File: src/rtl/conv2_chan_sched.sv
// conv2_chan_sched: sequences CHAN channels through a conv engine and hands each result to a consumer.
// Optional WAIT-state timeout enabled by defining CONV2_SCHED_TIMEOUT_EN.
module conv2_chan_sched #(
   parameter int CHAN    = 10,
   parameter int TIMEOUT = 200
) (
   input  logic       clk,
   input  logic       rst,
   input  logic       start,
   input  logic       abort,
   output logic       conv_trigger,
   output logic [3:0] conv_chan,
   input  logic       conv_valid,
   input  logic [3:0] conv_out_chan,
   output logic       chan_valid,
   output logic [3:0] chan_idx,
   input  logic       chan_ready,
   output logic       busy,
   output logic       done,
   output logic       err
);
   typedef enum logic [2:0] {IDLE, TRIG, WAIT, HAND, DONE} state_t;
   state_t     r_state, w_state;
   logic [3:0] r_ctr, w_ctr;
   logic       r_err, w_err;
   logic       w_timeout;
   logic       w_last;
`ifdef CONV2_SCHED_TIMEOUT_EN
   logic [15:0] r_tmo;
   // Held at zero outside WAIT, so it restarts on every WAIT entry.
   always_ff @(posedge clk)
      r_tmo <= (rst || r_state != WAIT) ? 16'd0 : r_tmo + 16'd1;
   assign w_timeout = (r_tmo == 16'(TIMEOUT - 1));
`else
   logic w_unused_timeout;
   assign w_unused_timeout = (TIMEOUT != 0);
   assign w_timeout = 1'b0;
`endif
   assign w_last = (r_ctr == 4'(CHAN - 1));
   always_comb begin
      w_state = r_state;
      w_ctr   = r_ctr;
      w_err   = r_err;
      if (r_state != IDLE && abort)
         w_state = IDLE;
      else
         case (r_state)
            IDLE: if (start && !abort) begin
               w_state = TRIG;
               w_ctr   = 4'd0;
               w_err   = 1'b0;
            end
            TRIG: w_state = WAIT;
            WAIT: if (conv_valid) begin
               w_state = (conv_out_chan == r_ctr) ? HAND : IDLE;
               w_err   = r_err | (conv_out_chan != r_ctr);
            end else if (w_timeout) begin
               w_state = IDLE;
               w_err   = 1'b1;
            end
            HAND: if (chan_ready) begin
               w_state = w_last ? DONE : TRIG;
               w_ctr   = w_last ? r_ctr : r_ctr + 4'd1;
            end
            DONE: w_state = IDLE;
            default: w_state = IDLE;
         endcase
   end
   always_ff @(posedge clk) begin
      if (rst) begin
         r_state <= IDLE;
         r_ctr   <= 4'd0;
         r_err   <= 1'b0;
      end else begin
         r_state <= w_state;
         r_ctr   <= w_ctr;
         r_err   <= w_err;
      end
   end
   assign conv_trigger = (r_state == TRIG);
   assign conv_chan    = r_ctr;
   assign chan_valid   = (r_state == HAND);
   assign chan_idx     = r_ctr;
   assign busy         = (r_state != IDLE);
   assign done         = (r_state == DONE);
   assign err          = r_err;
endmodule

File: config.mk
export PLATFORM = sky130hd
export DESIGN_NAME = conv2_chan_sched
export DESIGN_NICKNAME = d
export VERILOG_FILES = /design/src/rtl/conv2_chan_sched.sv
export SDC_FILE = /design/constraint.sdc
export NUM_CORES = 1
export LEC_CHECK = 0
export BUFFER_PORTS_ARGS = -buffer_cell sky130_fd_sc_hd__buf_2
export CAP_MARGIN = 40
export CORE_UTILIZATION = 41
export DETAILED_ROUTE_END_ITERATION = 12
export GPL_TIMING_DRIVEN = 0
export PLACE_DENSITY = 0.71
export SKIP_CTS_REPAIR_TIMING = 1
export SLEW_MARGIN = 20
export SYNTH_ARGS = -nofsm -noshare
export SYNTH_HDL_FRONTEND = slang
export SYNTH_SLANG_ARGS = --single-unit
File: constraint.sdc
create_clock -name clk -period 1.6 [get_ports clk]
set_clock_uncertainty 0.1 [all_clocks]
set_input_delay 0.16 -clock clk [delete_from_list [all_inputs] [get_ports clk]]
set_output_delay 0.16 -clock clk [all_outputs]
set_load 0.01 [all_outputs]
==> results.json <==
{
  "violations": "negative setup slack",
  "maxCapViolCount": 0,
  "setup_ws_ps": -13.0,
  "final_cell_area_um2": 788,
  "seqPwrFrac_pct": 43.4,
  "start_util_pct": 47.0,
  "clockBufferDepth": 2,
  "ys_ff_latch": 8,
  "clock.fmax_mhz": 620,
  "grt_pass1_vias": 467,
  "clock_latency_ps": 260,
  "setup_violations": 2,
  "yosysTopAreaCell": "dfxtp_1",
  "slew_headroom_pct": 76.8,
  "grt_antenna_before_repair": 0,
  "die_x_um": 38.9,
  "synthMostInstantiatedCell": "dfxtp_1",
  "combPwrFrac_pct": 21.9,
  "p_int_mw": 0.344,
  "port_buffers": 21,
  "clk_pin_slew_ps": 60,
  "nNetsFinal": 105,
  "endpoint_kind": "register",
  "postPlaceCellArea_um2": 697,
  "power_density_mw_per_mm2": 613,
  "place_congestion": 0.754,
  "cts.sinks": 8,
  "crit_start": "chan_idx[1]$_SDFFE_PP0P_",
  "final_cells": 106,
  "clock_power_share_pct": 34.7,
  "synth_nets": 75,
  "dp.cells": 98,
  "wl_mm": 1.30,
  "syn_inst": 63,
  "worstPathMaxFanout": 4,
  "rows": 12,
  "drive_above_1_share_pct": 50.0,
  "synth_edf_count": 0,
  "async_reset_ff_share_pct": 0,
  "synth_commonest_cells": "dfxtp_1 (8), a21oi_1 (6), buf_4 (4), xnor2_1 (4)",
  "start_kind": "register",
  "power.switching_mw": 0.139,
  "arrival_ps": 1660,
  "cts_buffers": 3,
  "synth_area_leaders": "dfxtp_1 (29%), xnor2_1 (6.3%), a21oi_1 (5.4%)",
  "clock-root-buffer": "clkbuf_4",
  "hold_ws_ps": 19.6,
  "ys_seq_area_share_pct": 28.7,
  "hold_viol": 0,
  "ys.flop_type": "dfxtp_1",
  "area_delta_synth_final_pct": 41.3,
  "min_period_ps": 1610,
  "drtAntennaViolNets": 0,
  "drt_iter0_drc": 9,
  "dieArea_mm2": 0.00151,
  "r2r-start": "chan_idx[1]$_SDFFE_PP0P_",
  "track_usage_pct": 20.9,
  "die_h_um": 38.9,
  "grt_pass1_wl_mm": 2.03,
  "netlist_area_um2": 558,
  "yosysTopAreaCellShare_pct": 28.7,
  "syn_area_per_cell_um2": 8.86,
  "cts_tree": "built",
  "min_path_type": "input port to register",
  "worst_pin_slew_ps": 348,
  "core_region_area_mm2": 0.00119,
  "drv_slew": 0,
  "irDropWorstVdd_mv": 0.417,
  "grt_max_degree": 11,
  "dr.pass1.iters": 4,
  "worstHoldStart": "conv_valid",
  "via_per_inst": 5.34,
  "ctsHtreeMaxLevel": 1,
  "wl_per_cell_um": 12.2,
  "diodes": 0,
  "dp_slack_ps": -21.5,
  "synth_warnings": 0,
  "ios": 23,
  "ys_types": 33,
  "swShare_pct": 28.7,
  "grt_overflow": 0,
  "rsz0062_at_grt": "yes",
  "worstSetupPathType": "register to register",
  "p_leak_nw": 0.375,
  "post-route-drc-count": 0,
  "vias": 566,
  "hpwl_um": 918,
  "period_share_pct": 101,
  "cp.required_ps": 1650,
  "status": "finished, violations left"
}
-- critical path, stage by stage (launching register included) --
cell and delay (ps):
dfxtp_4 370, inv_4 40, ha_4 140, and3b_4 190
or4_1 520, o32ai_1 160
-- stage by stage --
stage	TNS (ps)	power, mW	util [%]
final	-22.1	0.483	66.5
after global routing	-132	0.516	66.5
after CTS	-76.6	0.491	61.0
after detailed placement	-21.5	0.318	58.8
after global placement	-17.8	0.316	58.8
after floorplan	0	0.283	-
-- kinds of logic (layout without fill, tap and decap cells) --
family / after synthesis / after routing / synth area share (%)
AOI/OAI and AO/OA: 17 / 17 / 20.9
xor gates and xnor gates: 4 / 4 / 6.28
adders and majority gates: 2 / 2 / 4.48
buffers and inverters: 10 / 39 / 9.86
DFF: 8 / 8 / 28.7
muxes: 1 / 1 / 1.79
and+or+nand+nor: 21 / 21 / 28.0
-- power by group through the flow --
stage / combinational (mW) / sequential, mW / clock, mW
5_1_grt: 0.117 / 0.210 / 0.188
2_1_floorplan: 0.0672 / 0.215 / 0
3_5_place_dp: 0.102 / 0.215 / 0
3_3_place_gp: 0.101 / 0.215 / 0
4_1_cts: 0.104 / 0.211 / 0.176
6_report: 0.106 / 0.210 / 0.167
-- placed cells by master, fill, tap and decap left out, types with 3 or more instances in the layout --
cell	count
buf_2	22
buf_4	8
a21oi_1	5
dfxtp_1	5
clkbuf_4	4
xnor2_1	4
nor2_1	3
nand2b_1	3
-- sequential cells by signal (all words and copies together) (netlist names) --
register and count:
chan_idx 4, err 1, r_state 3
-- area by class of cell --
cell class	count	area, um^2
Buffer	7	46.3
Clock buffer	4	26.3
Fill cell	106	398
Inverter	3	13.8
Multi-Input combinational cell	45	380
Sequential cell	8	169
Tap cell	14	17.5
Timing Repair Buffer	25	135
-- per-layer routing --
metal / GRT usage, % / vias up / share of wire, %
li1: - / 290 / -
met1: 24.8 / 261 / 48
met2: 30.4 / 13 / 47
met3: 12.1 / 2 / 4.4
met4: 7.76 / 0 / 0.54
met5: 0 / - / 0
-- path summary, 6_finish.rpt --
kind	slack, ps	depth (start not counted)	to
worst max-delay path	-10	5	chan_idx[1]$_SDFFE_PP0P_
worst min-delay path	20	2	r_state[1]$_SDFFE_PP0P_
worst max register to register	-10	5	chan_idx[1]$_SDFFE_PP0P_
worst min register to register	370	2	err$_SDFFE_PP0P_
Note: power is estimated with default switching activity, not from simulation.
